## config.mk

```make
export PLATFORM = sky130hd
export DESIGN_NAME = if_fetch
export DESIGN_NICKNAME = d
export VERILOG_FILES = /design/src/rtl/if_fetch_pkg.sv /design/src/rtl/if_fetch_pc_redirect.sv /design/src/rtl/if_fetch.sv
export SDC_FILE = /design/constraint.sdc
export NUM_CORES = 1
export LEC_CHECK = 0
export BUFFER_PORTS_ARGS = -buffer_cell sky130_fd_sc_hd__buf_2
export CAP_MARGIN = 20
export CORE_MARGIN = 2
export CORE_UTILIZATION = 43
export DETAILED_ROUTE_END_ITERATION = 10
export HOLD_SLACK_MARGIN = 0.08
export PLACE_DENSITY = 0.74
export SYNTH_ARGS = -nofsm -noshare
export SYNTH_HDL_FRONTEND = slang
export SYNTH_SLANG_ARGS = --single-unit
export TNS_END_PERCENT = 30
```

## constraint.sdc

```tcl
create_clock -name i_clk -period 1.8 [get_ports i_clk]
set_clock_uncertainty 0.15 [all_clocks]
set_input_delay 0.09 -clock i_clk [delete_from_list [all_inputs] [get_ports i_clk]]
set_output_delay 0.09 -clock i_clk [all_outputs]
set_load 0.01 [all_outputs]
```

## src/rtl/if_fetch_pkg.sv

```systemverilog
// Shared widths, encodings and bus layouts for the IF stage and its neighbours on the IF/ID boundary.
// The constants mirror the pipeline-wide stall and bus definitions so every stage agrees on bit positions.
package if_fetch_pkg;

    localparam int STALL_W     = 6;
    localparam int BR_WD       = 33;
    localparam int IF_TO_ID_WD = 33;

    localparam logic STOP    = 1'b1;
    localparam logic NO_STOP = 1'b0;

    localparam logic [31:0] RESET_PC_VAL = 32'hBFC0_0000;
    localparam logic [31:0] PC_STEP_VAL  = 32'd4;

    typedef struct packed {
        logic        br_e;
        logic [31:0] br_addr;
    } br_bus_t;

    typedef struct packed {
        logic        ce;
        logic [31:0] pc;
    } if_to_id_t;

    // Sequential successor; the adder is 32 bits wide, so the result wraps modulo 2^32.
    function automatic logic [31:0] seq_pc(input logic [31:0] pc, input logic [31:0] step);
        return pc + step;
    endfunction

endpackage

```

## src/rtl/if_fetch_pc_redirect.sv

```systemverilog
// Next-PC selection plus a one-entry store for redirects that arrive while IF is stalled.
// Combinational next_pc, one-cycle pending store; a stalled IF keeps the newest redirect until it advances.
module if_fetch_pc_redirect
    import if_fetch_pkg::*;
#(
    parameter logic [31:0] PC_STEP = PC_STEP_VAL
) (
    input  logic        i_clk,
    input  logic        i_rst,
    input  logic        i_stall_if,
    input  br_bus_t     i_br_bus,
    input  logic [31:0] i_pc,
    output logic [31:0] o_next_pc
);

    logic        r_pend_v;
    logic [31:0] r_pend_addr;

    // Any advance consumes the pending entry, whether or not a live branch won the selection.
    always_ff @(posedge i_clk) begin
        if (!i_rst) begin
            r_pend_v    <= 1'b0;
            r_pend_addr <= 32'd0;
        end else if (i_stall_if == NO_STOP) begin
            r_pend_v    <= 1'b0;
        end else if (i_br_bus.br_e) begin
            r_pend_v    <= 1'b1;
            r_pend_addr <= i_br_bus.br_addr;
        end
    end

    always_comb begin
        o_next_pc = seq_pc(i_pc, PC_STEP);
        if (i_br_bus.br_e) begin
            o_next_pc = i_br_bus.br_addr;
        end else if (r_pend_v) begin
            o_next_pc = r_pend_addr;
        end
    end

endmodule

```

## src/rtl/if_fetch.sv

```systemverilog
// IF stage: owns the PC, drives the instruction SRAM request and packs {ce, pc} for ID (fetch visible the cycle after the loading edge).
// A stalled IF holds PC and ce so the SRAM address and rdata stay stable for a held ID.
module if_fetch
    import if_fetch_pkg::*;
#(
    parameter logic [31:0] RESET_PC = RESET_PC_VAL,
    parameter logic [31:0] PC_STEP  = PC_STEP_VAL
) (
    input  logic                   i_clk,
    input  logic                   i_rst,
    input  logic [STALL_W-1:0]     i_stall,
    input  logic [BR_WD-1:0]       i_br_bus,
    output logic [IF_TO_ID_WD-1:0] o_if_to_id_bus,
    output logic                   o_inst_sram_en,
    output logic [3:0]             o_inst_sram_wen,
    output logic [31:0]            o_inst_sram_addr,
    output logic [31:0]            o_inst_sram_wdata
);

    logic [31:0] r_pc;
    logic        r_ce;
    logic [31:0] w_next_pc;
    logic        w_stall_if;
    br_bus_t     w_br_bus;
    if_to_id_t   w_if_to_id;
    logic        w_stall_unused;

    assign w_stall_if     = i_stall[0];
    assign w_br_bus       = br_bus_t'(i_br_bus);
    assign w_stall_unused = |i_stall[STALL_W-1:1];

    if_fetch_pc_redirect #(
        .PC_STEP (PC_STEP)
    ) u_redirect (
        .i_clk      (i_clk),
        .i_rst      (i_rst),
        .i_stall_if (w_stall_if),
        .i_br_bus   (w_br_bus),
        .i_pc       (r_pc),
        .o_next_pc  (w_next_pc)
    );

    // Reset parks the PC one step before RESET_PC so the first advance reads as a normal sequential fetch.
    always_ff @(posedge i_clk) begin
        if (!i_rst) begin
            r_pc <= RESET_PC - PC_STEP;
            r_ce <= 1'b0;
        end else if (w_stall_if == NO_STOP) begin
            r_pc <= w_next_pc;
            r_ce <= 1'b1;
        end
    end

    always_comb begin
        w_if_to_id    = '0;
        w_if_to_id.ce = r_ce;
        w_if_to_id.pc = r_pc;
    end

    assign o_if_to_id_bus    = w_if_to_id;
    assign o_inst_sram_en    = r_ce;
    assign o_inst_sram_wen   = 4'b0000;
    assign o_inst_sram_addr  = r_pc;
    assign o_inst_sram_wdata = 32'd0;

endmodule

```

**Word-level counts from Yosys, hierarchy flattened**

Index checks and enable logic that the tools add are counted.

- $add $sub $neg: 1
- Reductions and logical operators: 2
- Shifts and indexed selects: 0
- Equal/unequal tests: 0
- Multiply operators: 0
- Order comparisons: 0
- Div/mod/pow operators: 0
- Bitwise operators: 0
- Mux-type cells: 2

Operators by type and width:

| kind | number |
|---|---|
| $mux W32 | 2 |
| $add A32 B3 Y32 const B | 1 |
| $reduce_and A2 Y1 | 2 |

- Memory bits (read-only): 0
- Output and inout port bits: 102
- Bits in registers: 66
- Input bits: 41
- Memories kept: 0
- Memory bits (writable): 0
- Bits in latches: 0

**Logic depth before layout (Yosys ltp)**

Gate-level depths: netlist (run 1).

- Word-level depth: 3
- Mapped depth: 7
- Depth with buffers taken out: 6

**Cells and area by module**

Synthesis (run 1) repeated with hierarchy kept, for this count alone.

- Cell total of the unflattened synthesis: 502
- Area, all modules: 4,046.4 µm²

By module, submodules not included:

| module | times used | area each (µm²) | cells each | seq. area each (µm²) |
|---|---|---|---|---|
| if_fetch_pc_redirect | 1 | 2,336.0 | 326 | 660.6 |
| if_fetch | 1 | 1,710.4 | 176 | 660.6 |

**Least setup slack after synthesis (run 1)**

Ideal clock, no wire load.

- Path type: register to register
- Start: reg r_pc[2] (netlist: o_inst_sram_addr[2])
- End: reg r_pc[26] (netlist: o_inst_sram_addr[26])
- Path slack: -61 ps
- Data arrival time: 1,633 ps
- Cell stages (with the launch flop): 7
- Required time: 1,572 ps
- Clock period less this slack: 1,861 ps
- Library setup time: 78 ps
- Cell sequence: dfxtp_1 > ha_1 > nand4_2 > nor2_1 > nand3_1 > and3b_1 > nor3_1

- Longest elaborated chain between the ends: 3

Ends and longest elaborated chain:

| element | line | text |
|---|---|---|
| start, declared | if_fetch.sv:20 | `logic [31:0] r_pc;` |
| start signal, assigned | if_fetch.sv:46 | `r_pc <= RESET_PC - PC_STEP;` |
| start signal, assigned | if_fetch.sv:49 | `r_pc <= w_next_pc;` |
| $add A32 B3 Y32 | if_fetch_pkg.sv:27 | `return pc + step;` |
| $mux W32 | if_fetch_pc_redirect.sv:36 | `end else if (r_pend_v) begin` |
| $mux W32 | if_fetch_pc_redirect.sv:34 | `if (i_br_bus.br_e) begin` |

Every way passes these cells.
A chain may end at the register's enable or synchronous reset.

**Final worst setup path (run 1)**

- Start: reg r_pc[6] (netlist: o_inst_sram_addr[6])
- End: reg r_pc[23] (netlist: o_inst_sram_addr[23])

The elaborated chain is that of the path after synthesis.

==> results of run 1 <==
## sequential cells by signal, indices dropped and copies added (netlist names)
register                cells
o_inst_sram_addr           32
u_redirect.r_pend_addr     32
o_inst_sram_en              1
u_redirect.r_pend_v         1
## cells by family (layout without fill, tap and decap cells)
group                      Yosys count  after routing  synth area share (%)
and+or+nand+nor                    191            191                  22.6
AOI/OAI and AO/OA                  144            144                  25.1
buffers and inverters              105            210                  17.5
DFF                                 66             66                  33.4
muxes                                4              4                  1.01
adders and majority gates            1              1                 0.316
other                                1             36                0.0948
## critical path, stage by stage (launching register included)
cell and delay, ps:
dfxtp_1 450, inv_1 140, nor4_2 390, buf_4 250
nand2_1 70, a21boi_0 180, o22ai_1 100
## area by class of cell
cell class	instances	area [um2]
clock buffer	11	151
clock inverter	5	100
fill	795	3900
inverter	6	22.5
multi-input combinational	376	2170
sequential	66	1330
tap	111	139
timing repair buffer	188	1250
## worst paths after layout
path,slack (ps),to,cells past startpoint,from
max,-30,o_inst_sram_addr[23],6,o_inst_sram_addr[6]
min,140,o_inst_sram_addr[1],4,i_br_bus[32]
max reg2reg,-30,o_inst_sram_addr[23],6,o_inst_sram_addr[6]
min reg2reg,310,u_redirect.r_pend_addr[0],2,u_redirect.r_pend_addr[0]
## power groups by stage
stage / Combinational (mW) / Sequential [mW] / Clock [mW]
floorplan: 0.660 / 1.73 / 0
global placement: 0.998 / 1.66 / 0
detailed placement: 1.02 / 1.67 / 0
CTS: 1.09 / 1.64 / 1.60
global route: 1.24 / 1.66 / 1.65
finish: 1.14 / 1.65 / 1.59
## cell usage in the layout, fill, tap and decap left out, types with 11 or more instances in the layout
| master | count |
|---|---|
| nand2_1 | 94 |
| a21oi_1 | 38 |
| a221o_1 | 11 |
| buf_4 | 52 |
| nor2_1 | 38 |
| clkbuf_8 | 11 |
| nand3_1 | 11 |
| conb_1 | 36 |
| a21boi_0 | 33 |
| dfxtp_1 | 59 |
| buf_2 | 100 |
| o21ai_0 | 18 |
| dlygate4sd3_1 | 34 |
## repair_timing
action	CTS	global route
setup endpoints to repair	1	21
setup buffers	2	0
pin swaps	1	2
gates resized for setup	1	19
endpoints found under the hold margin	57	0
hold buffers	34	0
## per-layer routing
layer  global-route usage [%]  vias up  share of wire, %
met5                        0        -                 0
met4                     7.90        0               2.6
met3                     3.41       28               6.7
met2                     36.1      206                48
met1                     28.8     1919                43
li1                         -     1972                 -
## through the flow
stage	util, %	hold slack, ps	std cells	TNS [ps]	setup WS (ps)
final	57.0	137	763	-27.6	-27.6
after global routing	57.0	194	763	-588	-86.5
after CTS	55.9	125	763	0	1.72
after detailed placement	49.2	186	711	-32.5	-32.5
after global placement	49.2	180	711	0	35.5
after floorplan	-	84.8	547	-105	-59.9
==> results.tsv, run 1 <==
metric	value	unit
io_buffers	101	
htree_num_levels	3	
cts_root_buffer	clkbuf_8	
drive_gt1_share	31.1	%
fin_crit_sh	102	%
finalWeightedCongestion	0.830	
setup_ws	-27.6	ps
outcome	complete, but fails checks	
synth_top_area_share	33.4	%
drc	0	
first_pass_iters	5	
grt_antenna_before_repair	0	
dpl.hpwl	7740	um
ys_ff_latch	66	
antenna_cells	0	
ir_drop	0.344	mV
crit_type	reg2reg	
grt-ovfl-total	0	
clock_latency	360	ps
grt_pass1_wl	17200	um
syn_area	3960	um2
clkTransAtPathRegs	70	ps
end_kind	register	
intPower	3.05	mW
grtUsageTotal	21.8	%
drt_iter0_markers	256	
synth.distinct_cells	48	
area_delta_synth_final	30.6	%
first_global_vias	3527	
violations	negative setup slack	
switchingPower	1.33	mW
yosys_warnings	0	
ys.flop_type	dfxtp_1	
post_drt_wl_per_cell	15.0	um
grt_max_degree	38	
synthArstFlopShare	0	%
synth-edff-count	0	
required	1890	ps
synth_top_area_cell	dfxtp_1	
cts_tree	built	
cp-start-kind	register	
clk_path_buf_depth	2	
final_cell_area	5170	um2
syn_avg_cell_area	7.73	um2
synthTopCellsByArea	dfxtp_1, buf_4, nand2_1	
setup_viol	1	
cts_made_buffers	9	
vias	4125	
seq_area_frac_synth	33.4	%
place_area	4460	um2
drv_cap	0	
crit_path_max_fanout	10	
core_area	9060	um2
final_antenna_net_count	0	
power	4.38	mW
start_util	43.6	%
final_hold_viol_count	0	
synth_common_cells	nand2_1, buf_4, dfxtp_1	
die_w	99.9	um
slew_viol_final	0	
hp-class	in2reg	
swShare	30.3	%
fp.dieH	99.9	um
period_needed	1830	ps
wirelength	11500	um
pwr-share-clk	36.4	%
synthCells	512	
p_comb_share	26.0	%
fin_nets	689	
viasPerCell	5.41	
dieArea	9980	um2
pwr_density_cell	848	nW/um2
fmax	0.547	GHz
crit_arrival	1920	ps
io_pins	143	
rsz0062_at_grt	true	
yosys.cell_count.top_type	nand2_1	
pwr-share-seq	37.6	%
rows	35	
clkSinkCount	66	
power_leakage	2.22	nW
(Power assumes the default switching activity.)
==> run 2: changes to the inputs <==
- CORE_ASPECT_RATIO: unset -> 1.1
==> results.tsv, run 2 (synthesized netlist as in run 1, its figures left out) <==
metric	value	unit
finalWeightedCongestion	0.827	
cts_tree	built	
crit_path_max_fanout	5	
setup_ws	46.0	ps
cts_made_buffers	9	
slew_viol_final	0	
io_pins	143	
pwr_density_cell	771	nW/um2
gr-usage-met3	3.32	%
rr_endpoint	o_inst_sram_addr[22]	
grt_max_degree	46	
drv_cap	0	
wirelength	11400	um
period_needed	1750	ps
drive_gt1_share	30.8	%
io_buffers	101	
dieArea	9980	um2
die_w	95.5	um
cts_root_buffer	clkbuf_8	
final_antenna_net_count	0	
gr-max-usage-layer	met2	
clkTransAtPathRegs	80	ps
drc	0	
grtUsageTotal	22.4	%
fin_cells	763	
holdPathEnd	o_inst_sram_addr[1]	
viasPerCell	5.39	
r2r_start	o_inst_sram_addr[13]	
crit_arrival	1870	ps
clkSinkCount	66	
post_drt_wl_per_cell	15.0	um
final_cell_mix	buf_2, nand2_1, dfxtp_1	
vias	4110	
first_pass_iters	6	
reg2reg_slack	50	ps
fin_crit_sh	97.4	%
setup_viol	0	
grt-ovfl-total	0	
whs	94.8	ps
fin_nets	686	
outcome	complete, no violations	
fp.dieH	105	um
clock_latency	370	ps
grtUsageMet1	29.3	%
hold_path_depth	4	
end_kind	register	
placed_cells	711	
power_leakage	2.16	nW
rows	36	
core_area	8920	um2
setup_tns	0	ps
fmax	0.570	GHz
dpl.hpwl	7740	um
min_from	i_br_bus[32]	
max_slew_margin	60.5	%
htree_num_levels	3	
preCtsSetupSlack	-29.7	ps
cp-start-kind	register	
rsz0062_at_grt	true	
required	1920	ps
r2r_cells	6	
drt_iter0_markers	389	
power	3.92	mW
area_delta_synth_final	28.4	%
grt_pass1_wl	17500	um
clk_path_buf_depth	2	
first_global_vias	3676	
grt_use_met2	35.6	%
tightest_slew	589	ps
crit_type	reg2reg	
start_util	44.4	%
final_hold_viol_count	0	
antenna_cells	0	
grt_antenna_before_repair	0	
hp-class	in2reg	
layout_commonest_cell	buf_2	
fillers	823	
ir_drop	0.365	mV
## run 2: area by class of cell
type | count | area (um2) | share of cell area (%)
multi-input cells | 376 | 2150 | 42.4
flip-flops and latches | 66 | 1340 | 26.3
repair buffers | 185 | 1260 | 24.8
clock buffers | 14 | 153 | 3.00
well taps | 114 | 143 | 2.81
inverters | 6 | 22.5 | 0.443
clock inverters | 2 | 12.5 | 0.246
## run 2: metrics by stage
stage	cell area, um2	util [%]
floorplan	4100	-
global placement	4480	50.2
detailed placement	4480	50.2
CTS	4990	56.0
global route	5080	57.0
finish	5080	57.0
## run 2: per-layer routing
metal,vias up,routed length (um),part of all wire [%]
li1,1964,-,-
met1,1894,4820,42
met2,224,5470,48
met3,28,813,7.1
met4,0,301,2.6
met5,-,0,0
## run 2: timing repair
| action | 4_1_cts | 5_1_grt |
|---|---|---|
| cloned | 0 | 0 |
| hold buffers | 34 | 0 |
| pin swaps | 1 | 6 |
| setup endpoints to repair | 3 | 14 |
| gates resized for setup | 2 | 19 |
| buffers inserted | 0 | 2 |
| endpoints found under the hold margin | 59 | 0 |
## run 2: worst max-delay path by stage
stage / from / to / slack (ps) / cells past startpoint
floorplan: o_inst_sram_addr[2] / o_inst_sram_addr[20] / -60 / 6
global placement: o_inst_sram_addr[13] / o_inst_sram_addr[31] / 20 / 5
detailed placement: o_inst_sram_addr[13] / o_inst_sram_addr[31] / -30 / 5
CTS: o_inst_sram_addr[12] / o_inst_sram_addr[22] / -4 / 5
global route: o_inst_sram_addr[4] / o_inst_sram_addr[27] / -70 / 6
finish: o_inst_sram_addr[13] / o_inst_sram_addr[22] / 50 / 6
## run 2: power breakdown
group | total [mW] | internal (mW) | switching, mW
Combinational | 1.15 | 0.503 | 0.646
Sequential | 1.64 | 1.57 | 0.0783
Clock | 1.12 | 0.538 | 0.585
Total | 3.92 | 2.61 | 1.31
## run 2: critical path, stage by stage (launching register included)
cell,delay [ps]
dfxtp_2,360
nand4_4,170
nor4_4,230
buf_4,180
nand3_2,90
and3_1,200
o31a_1,270
==> run 3: changes to the inputs <==
- ABC_AREA: unset -> 1
==> results.tsv, run 3 <==
metric	value	unit
outcome	complete, no violations	
drv_cap	0	
vias	4239	
synth_common_cells	nand2_1, nor2_1, buf_4	
first_pass_iters	5	
ys_ff_latch	66	
cp-start-kind	input port	
synthArstFlopShare	0	%
fp.dieH	105	um
period_needed	1740	ps
min_from	u_redirect.r_pend_addr[7]	
path_buf_inv	4	
fin_crit_sh	96.9	%
pwr-share-clk	37.9	%
yosys.cell_count.top_type	nand2_1	
synth_top_area_share	33.3	%
fin_nets	750	
grtUsageTotal	22.4	%
first_global_vias	3799	
ys.flop_type	dfxtp_1	
place_area	4290	um2
crit_path_max_fanout	19	
pwr_density_cell	894	nW/um2
final_cell_area	4950	um2
rows	36	
end_kind	register	
drive_gt1_share	22.2	%
htree_num_levels	3	
r2r_start	o_inst_sram_addr[2]	
die_w	95.6	um
io_pins	143	
crit_type	in2reg	
grt_pass1_wl	17800	um
drc	0	
synthTopCellsByArea	dfxtp_1, buf_4, nand2_1	
final_antenna_net_count	0	
synth_top_area_cell	dfxtp_1	
synth.distinct_cells	28	
crit_path_cell_trace	dlygate4sd3_1, buf_2, inv_1, nand2_1, buf_4, a221oi_1, a21oi_1	
layout_commonest_cell	nand2_1	
final_cell_mix	nand2_1, nor2_1, buf_2	
cts_tree	built	
clkSinkCount	66	
clk_path_buf_depth	2	
cts_made_buffers	9	
swShare	31.5	%
clock_latency	340	ps
hp-class	reg2reg	
crit_family	buffers and inverters	
drt_iter0_markers	299	
antenna_cells	0	
max_stage_delay	540	ps
fmax	0.574	GHz
viasPerCell	5.13	
slew_viol_final	0	
required	1880	ps
post_drt_wl_per_cell	13.7	um
cp_slowest_cell	dlygate4sd3_1	
clkTransAtPathRegs	80	ps
setup_viol	0	
synthCells	600	
intPower	3.03	mW
power_leakage	2.42	nW
io_buffers	101	
cts_root_buffer	clkbuf_8	
core_area	8920	um2
grt_max_degree	41	
fillers	854	
final_util	55.5	%
final_hold_viol_count	0	
pwr-share-seq	38.1	%
area_delta_synth_final	24.8	%
dieArea	10000	um2
ir_drop	0.373	mV
wirelength	11300	um
syn_area	3970	um2
grt-ovfl-total	0	
start_util	44.5	%
dpl.hpwl	8080	um
switchingPower	1.39	mW
setup_tns	0	ps
rsz0062_at_grt	true	
crit_arrival	1820	ps
crit_path_start	i_stall[0]	
post_cts_buffers	0	
p_comb_share	24.0	%
synth-edff-count	0	
finalWeightedCongestion	0.868	
reg2reg_slack	110	ps
grt_antenna_before_repair	0	
power	4.43	mW
yosys_warnings	0	
seq_area_frac_synth	33.3	%
syn_avg_cell_area	6.61	um2
## run 3: cell count changes in the layout (fill, tap and decap cells not counted), sizes merged, moves of 6 or more
cell    delta
buf       -30
nand4     -10
inv       +34
o22a       -6
a221oi    +15
nand2     +34
a21boi    -33
o21ai     +24
nor3       -6
a221o     -11
nor2      +83
## run 3: metrics by stage
stage / setup slack, ps / hold WS, ps / std cells
6_report: 56.5 / 298 / 827
5_1_grt: -13.2 / 321 / 827
4_1_cts: 32.3 / 302 / 827
3_5_place_dp: 131 / 221 / 776
3_3_place_gp: 204 / 213 / 776
2_1_floorplan: 67.4 / 107 / 635
## run 3: power by group through the flow
stage / combinational (mW) / clock [mW] / sequential (mW)
2_1_floorplan: 0.731 / 0 / 1.73
3_3_place_gp: 0.956 / 0 / 1.71
3_5_place_dp: 0.974 / 0 / 1.71
4_1_cts: 1.04 / 1.68 / 1.68
5_1_grt: 1.19 / 1.74 / 1.70
6_report: 1.06 / 1.68 / 1.69
## run 3: final timing paths
| check | end | cells after the start |
|---|---|---|
| max | o_inst_sram_addr[27] | 7 |
| min | u_redirect.r_pend_addr[7] | 2 |
| max reg2reg | o_inst_sram_addr[22] | 9 |
| min reg2reg | u_redirect.r_pend_addr[7] | 2 |
## run 3: per-layer routing
metal / global-route usage, % / vias to the layer above / wire [um]
met5: 0 / - / 0
met4: 9.69 / 0 / 342
met3: 4.18 / 29 / 843
met2: 35.4 / 217 / 5390
met1: 29.5 / 1922 / 4730
li1: - / 2071 / -
## run 3: worst min-delay path: stages (launching register included)
cell and delay, ps:
dfxtp_1 310, inv_1 50, a21oi_1 50
## run 3: kinds of logic after synthesis
logic type	share of synthesized area, %
xor+xnor	1.10
flops	33.3
compound gates	18.0
buf+inv	19.5
simple gates	27.7
other cells	0.0945
fa+ha+maj	0.315
## run 3: repair_timing
item	4_1_cts	5_1_grt
hold buffers	35	0
endpoints found under the setup margin	0	11
gates resized for setup	0	9
endpoints found under the hold margin	66	0
## run 3: layout make-up
cell class / instances / area [um2] / share of cell area [%]
clock inverters: 7 / 141 / 2.86
repair buffers: 156 / 1020 / 20.6
clock buffers: 9 / 124 / 2.50
inverters: 40 / 150 / 3.03
flip-flops and latches: 66 / 1320 / 26.7
well taps: 114 / 143 / 2.88
multi-input cells: 435 / 2050 / 41.4
